===== src/rtl/lvds_rx_deframer.sv =====
`default_nettype none
// ============================================================================
// Module   : lvds_rx_deframer
// Purpose  : Recovers 32-bit I/Q frames from a 2-bit DDR LVDS stream with
//            hunt / verify / locked alignment tracking and error counting.
// Revision : 1.0 - initial release
// ============================================================================
module lvds_rx_deframer #(
    parameter int LOCK_FRAMES = 2,
    parameter int LOSS_FRAMES = 3
) (
    input  logic        clk,
    input  logic        reset,
    input  logic [1:0]  rx_d,
    input  logic        i_clear_err,
    output logic [12:0] o_i,
    output logic [12:0] o_q,
    output logic        o_valid,
    output logic        o_eom,
    output logic        o_locked,
    output logic [7:0]  o_err_cnt
);

    localparam logic [3:0] c_lock_n = 4'(LOCK_FRAMES);
    localparam logic [3:0] c_loss_n = 4'(LOSS_FRAMES);

    typedef enum logic [1:0] {
        HUNT   = 2'd0,
        VERIFY = 2'd1,
        LOCKED = 2'd2
    } state_t;

    state_t      r_state;
    state_t      w_state_nxt;
    logic [31:0] r_sr;
    logic [3:0]  r_phase;
    logic [3:0]  r_good_cnt;
    logic [3:0]  r_bad_cnt;

    logic [3:0]  w_phase_nxt;
    logic [3:0]  w_good_nxt;
    logic [3:0]  w_bad_nxt;
    logic [3:0]  w_good_inc;
    logic [3:0]  w_bad_inc;
    logic        w_valid_nxt;
    logic        w_eom_nxt;
    logic        w_load_iq;
    logic        w_err_inc;

    logic        w_sync;
    logic        w_data;
    logic        w_eom;
    logic        w_idle;
    logic        w_good;
    logic        w_eval;

    assign w_sync = (r_sr[31:30] == 2'b10) && (r_sr[15:14] == 2'b01) && !r_sr[0];
    assign w_data = w_sync && r_sr[16];
    assign w_eom  = w_sync && !r_sr[16] && (r_sr[29:17] == 13'd0) && (r_sr[13:1] == 13'd0);
    assign w_idle = (r_sr == 32'd0);
    assign w_good = w_data || w_eom;
    assign w_eval = (r_phase == 4'd15);

    assign w_good_inc = r_good_cnt + 4'd1;
    assign w_bad_inc  = r_bad_cnt + 4'd1;

    always_comb begin
        w_state_nxt = r_state;
        w_phase_nxt = r_phase + 4'd1;
        w_good_nxt  = r_good_cnt;
        w_bad_nxt   = r_bad_cnt;
        w_valid_nxt = 1'b0;
        w_eom_nxt   = 1'b0;
        w_load_iq   = 1'b0;
        w_err_inc   = 1'b0;
        case (r_state)
            HUNT: begin
                // Any good frame in the window re-aligns the frame phase.
                if (w_good) begin
                    w_phase_nxt = 4'd0;
                    w_good_nxt  = 4'd1;
                    w_bad_nxt   = 4'd0;
                    w_state_nxt = (c_lock_n == 4'd1) ? LOCKED : VERIFY;
                end
            end
            VERIFY: begin
                if (w_eval) begin
                    if (w_good) begin
                        w_good_nxt = w_good_inc;
                        if (w_good_inc == c_lock_n) begin
                            w_state_nxt = LOCKED;
                            w_valid_nxt = w_data;
                            w_load_iq   = w_data;
                            w_eom_nxt   = w_eom;
                        end
                    end else begin
                        w_state_nxt = HUNT;
                    end
                end
            end
            LOCKED: begin
                if (w_eval) begin
                    if (w_data) begin
                        w_valid_nxt = 1'b1;
                        w_load_iq   = 1'b1;
                        w_bad_nxt   = 4'd0;
                    end else if (w_eom) begin
                        w_eom_nxt = 1'b1;
                        w_bad_nxt = 4'd0;
                    end else if (w_idle) begin
                        // Idle transmitter is a loss of signal, not a line error.
                        w_state_nxt = HUNT;
                        w_bad_nxt   = 4'd0;
                    end else begin
                        w_err_inc = 1'b1;
                        if (w_bad_inc == c_loss_n) begin
                            w_state_nxt = HUNT;
                            w_bad_nxt   = 4'd0;
                        end else begin
                            w_bad_nxt = w_bad_inc;
                        end
                    end
                end
            end
            default: w_state_nxt = HUNT;
        endcase
    end

    always_ff @(posedge clk or posedge reset) begin
        if (reset) begin
            r_state    <= HUNT;
            r_sr       <= 32'd0;
            r_phase    <= 4'd0;
            r_good_cnt <= 4'd0;
            r_bad_cnt  <= 4'd0;
            o_i        <= 13'd0;
            o_q        <= 13'd0;
            o_valid    <= 1'b0;
            o_eom      <= 1'b0;
            o_locked   <= 1'b0;
            o_err_cnt  <= 8'd0;
        end else begin
            r_state    <= w_state_nxt;
            r_sr       <= {r_sr[29:0], rx_d[0], rx_d[1]};
            r_phase    <= w_phase_nxt;
            r_good_cnt <= w_good_nxt;
            r_bad_cnt  <= w_bad_nxt;
            o_valid    <= w_valid_nxt;
            o_eom      <= w_eom_nxt;
            o_locked   <= (w_state_nxt == LOCKED);
            if (w_load_iq) begin
                o_i <= r_sr[29:17];
                o_q <= r_sr[13:1];
            end
            if (i_clear_err) begin
                o_err_cnt <= 8'd0;
            end else if (w_err_inc && (o_err_cnt != 8'hFF)) begin
                o_err_cnt <= o_err_cnt + 8'd1;
            end
        end
    end

endmodule
`default_nettype wire


===== config.mk =====
export PLATFORM = sky130hd
export DESIGN_NAME = lvds_rx_deframer
export DESIGN_NICKNAME = d
export VERILOG_FILES = /design/src/rtl/lvds_rx_deframer.sv
export SDC_FILE = /design/constraint.sdc
export NUM_CORES = 1
export LEC_CHECK = 0
export CAP_MARGIN = 20
export CELL_PAD_IN_SITES_DETAIL_PLACEMENT = 0
export CELL_PAD_IN_SITES_GLOBAL_PLACEMENT = 1
export CORE_ASPECT_RATIO = 1.2
export CORE_MARGIN = 2
export CORE_UTILIZATION = 48
export DETAILED_ROUTE_END_ITERATION = 6
export GPL_TIMING_DRIVEN = 0
export PLACE_DENSITY = 0.87
export SETUP_SLACK_MARGIN = 0.02
export SLEW_MARGIN = 20
export SYNTH_ARGS = -nofsm -noshare
export SYNTH_HDL_FRONTEND = slang
export SYNTH_SLANG_ARGS = --single-unit

===== constraint.sdc =====
create_clock -name clk -period 4.3 [get_ports clk]
set_input_delay 0.43 -clock clk [delete_from_list [all_inputs] [get_ports clk]]
set_output_delay 0.43 -clock clk [all_outputs]
set_load 0.01 [all_outputs]

==> impl_metrics.tcl <==
set metrics [dict create \
    port_buffers 40 \
    gp_congestion 0.7920 \
    path_common_cell "and2_4" \
    min-delay-start "r_sr[0]$_DFF_PP0_" \
    synth.distinct_cells 44 \
    synth_edf_count 0 \
    cts_sinks 83 \
    cp_num_buf_inv 2 \
    rows 33 \
    synth-xor-area-share 0.02338 \
    fin_nets 317 \
    peakVddDrop_v 0.0003177 \
    synthTopCellsByArea "dfrtp_1, mux2_4, ha_1, mux2_2, nand2_1" \
    first_iter_violations 96 \
    dieArea_um2 7714 \
    run_status "complete, no violations" \
    ys_top_cells_by_count "dfrtp_1, mux2_4, nand2_1" \
    wl_mm 5.980 \
    grt_max_degree 59 \
    ys.flop_type "dfrtp_1" \
    grt_usage 0.1731 \
    seq_area_frac_synth 0.6160 \
    worstSetupStartpointType "flop" \
    crit_family "simple AND/OR/NAND/NOR gates" \
    synth_area_leader_cell "dfrtp_1" \
    worstPathRequired_ns 4.53 \
    crit_fanout 10 \
    clk_pin_slew_worst_paths_ns 0.08 \
    cts_buffers 9 \
    drc_errors 0 \
    fp.dieW_um 80.51 \
    worstPathCellList "ha_1 -> and2_4 -> a21oi_2 -> o22ai_1 -> and2_4 -> o2111a_1 -> and2_4 -> buf_6 -> buf_12 -> mux2_4" \
    maxCapViolCount 0 \
    initial_utilization 0.4949 \
    slew_viol_final 0 \
    worstRegToRegCells 10 \
    drive_above_1_share 0.1792 \
    multiInputGateArea_um2 1195 \
    synth.most_common_cell "dfrtp_1" \
    io_pins 42 \
    grt.overflow.total 0 \
    clock_tree.buffer_depth 2 \
    vias 2043 \
    tightest_slew_ns 0.6011 \
    antenna_left 0 \
    grt_pass1_vias 2065 \
    cts_tree "done" \
    fin_setup_tns_ns 0 \
    ys_async_sr_fraction 1.000 \
    coreArea_um2 6813 \
    grt_pass1_wl_mm 10.03 \
    clock_latency_ns 0.35 \
    ys_warn_count 0 \
    syn_inst 250 \
    synth_fa_ha_area_frac 0.03711 \
    cts_hold_buf 0 \
    ys_ff_latch 83 \
    synth.mux.area_fraction 0.1143 \
    setup_viol 0 \
    die_h_um 95.82 \
    viasPerCell 5.185 \
    cp-startpoint "r_good_cnt[0]$_DFFE_PP0P_" \
    antenna_found_initial 0 \
    utilization 0.6072 \
    finalClockSkew_ns 0.01271 \
    netlist_area_um2 3372 \
    insertedDiodeCount 0 \
    arrival_ns 2.61 \
    num-fill-cells 535 \
    synthSimpleGateAreaFrac 0.1002 \
    synthesis.nets 265 \
    end_kind "flop" \
    clockRootBuffer "clkbuf_8" \
    post_drt_wl_per_cell_um 15.18 \
    p_leak_nw 1.842 \
    fin_crit_ns 2.381 \
    areaGrowthSynthToFinish_pct 22.67 \
    htree_levels 3 \
    power_density_nw_per_um2 396.9 \
    worst_path_max_delay_cell "dfrtp_1" \
    r2r_start "r_good_cnt[0]$_DFFE_PP0P_" \
    cts_resized 0 \
    dr.pass1.iters 4 \
    rsz0062_at_grt "no" \
    hp-class "reg2reg" \
    seq_area_um2 2077 \
    slew_headroom 0.5950 \
    post-route-period-util 0.5537 \
    synth-compound-area-share 0.07941 \
    holdPathStages 0 \
    final-hold-violation-count 0 \
    design_power_total_w 0.001642 \
    slowest_delay_ns 0.45 \
    synth_top_family_by_area "multiplexers" \
    synth_top_area_frac 0.6160 \
    dp_hpwl_mm 4.218 \
    avgSynthCellArea_um2 13.49 \
    clock.fmax_mhz 420.0 \
    critPathKind "reg2reg" \
    cts_setup_buffers 0 \
    cp.depth 10 \
]
-- flip-flops by register name (all words and copies together) (netlist names) --
name and flops:
r_bad_cnt 4, r_good_cnt 4, o_locked 1, o_i 13
r_sr 32, o_q 13, o_eom 1, r_state 2
o_valid 1, o_err_cnt 8, r_phase 4
-- per-stage QoR --
step	setup slack [ns]	cell area, um^2	instances	hold slack [ns]
after floorplan	1.733	3372	250	0.3476
after CTS	1.907	4136	394	0.3837
final	1.919	4136	394	0.3834
after global placement	0.5484	3881	377	0.3663
after global routing	1.830	4136	394	0.3990
after detailed placement	1.930	3911	378	0.3628
-- power by group --
group	internal [W]	total (W)	switching, W
clock network	0.000344	0.000617	0.000273
logic	0.0000687	0.000166	0.0000976
registers	0.000820	0.000859	0.0000384
total	0.00123	0.00164	0.000409
-- kinds of logic (layout without fill, tap and decap cells) --
family,count (synthesis),in the layout
compound gates,38,38
xor+xnor,9,9
fa+ha+maj,10,10
buf+inv,16,73
flops,83,83
mux,28,28
simple gates,66,66
-- layout make-up --
| type | count | area share |
|---|---|---|
| Tap cell | 87 | 0.02632 |
| Inverter | 10 | 0.009679 |
| Clock inverter | 6 | 0.02117 |
| Timing Repair Buffer | 41 | 0.1034 |
| Multi-Input combinational cell | 151 | 0.2889 |
| Sequential cell | 83 | 0.5021 |
| Buffer | 6 | 0.01512 |
| Clock buffer | 10 | 0.03327 |
-- cell usage in the layout (no fill, tap or decap), drive strengths merged, types with 8 or more instances in the layout --
cell | netlist | final
inv | 10 | 11
nand2 | 17 | 17
dfrtp | 83 | 83
nor2 | 13 | 13
mux2 | 27 | 27
o21ai | 11 | 11
a21oi | 9 | 9
ha | 10 | 10
clkdlybuf4s50 | 0 | 40
clkbuf | 1 | 11
nand4 | 8 | 8
-- path summary, 6_finish.rpt --
path | to | slack [ns]
setup / recovery | o_i[5]$_DFFE_PP0P_ | 1.92
hold / removal | r_sr[2]$_DFF_PP0_ | 0.38
setup reg to reg | o_i[5]$_DFFE_PP0P_ | 1.92
hold reg to reg | r_sr[2]$_DFF_PP0_ | 0.38
max in group asynchronous | r_sr[31]$_DFF_PP0_ | 3.30
min in group asynchronous | o_err_cnt[6]$_DFFE_PP0P_ | 0.41
-- per-layer routing --
| metal | vias to the layer above | global-route usage | share of wire |
|---|---|---|---|
| met1 | 1005 | 0.2268 | 0.45 |
| met2 | 32 | 0.2743 | 0.50 |
| met4 | 0 | 0.07203 | 0.017 |
| li1 | 995 | - | - |
| met5 | - | 0 | 0 |
| met3 | 11 | 0.04690 | 0.029 |
No activity file was read; power rests on OpenSTA's default activity.
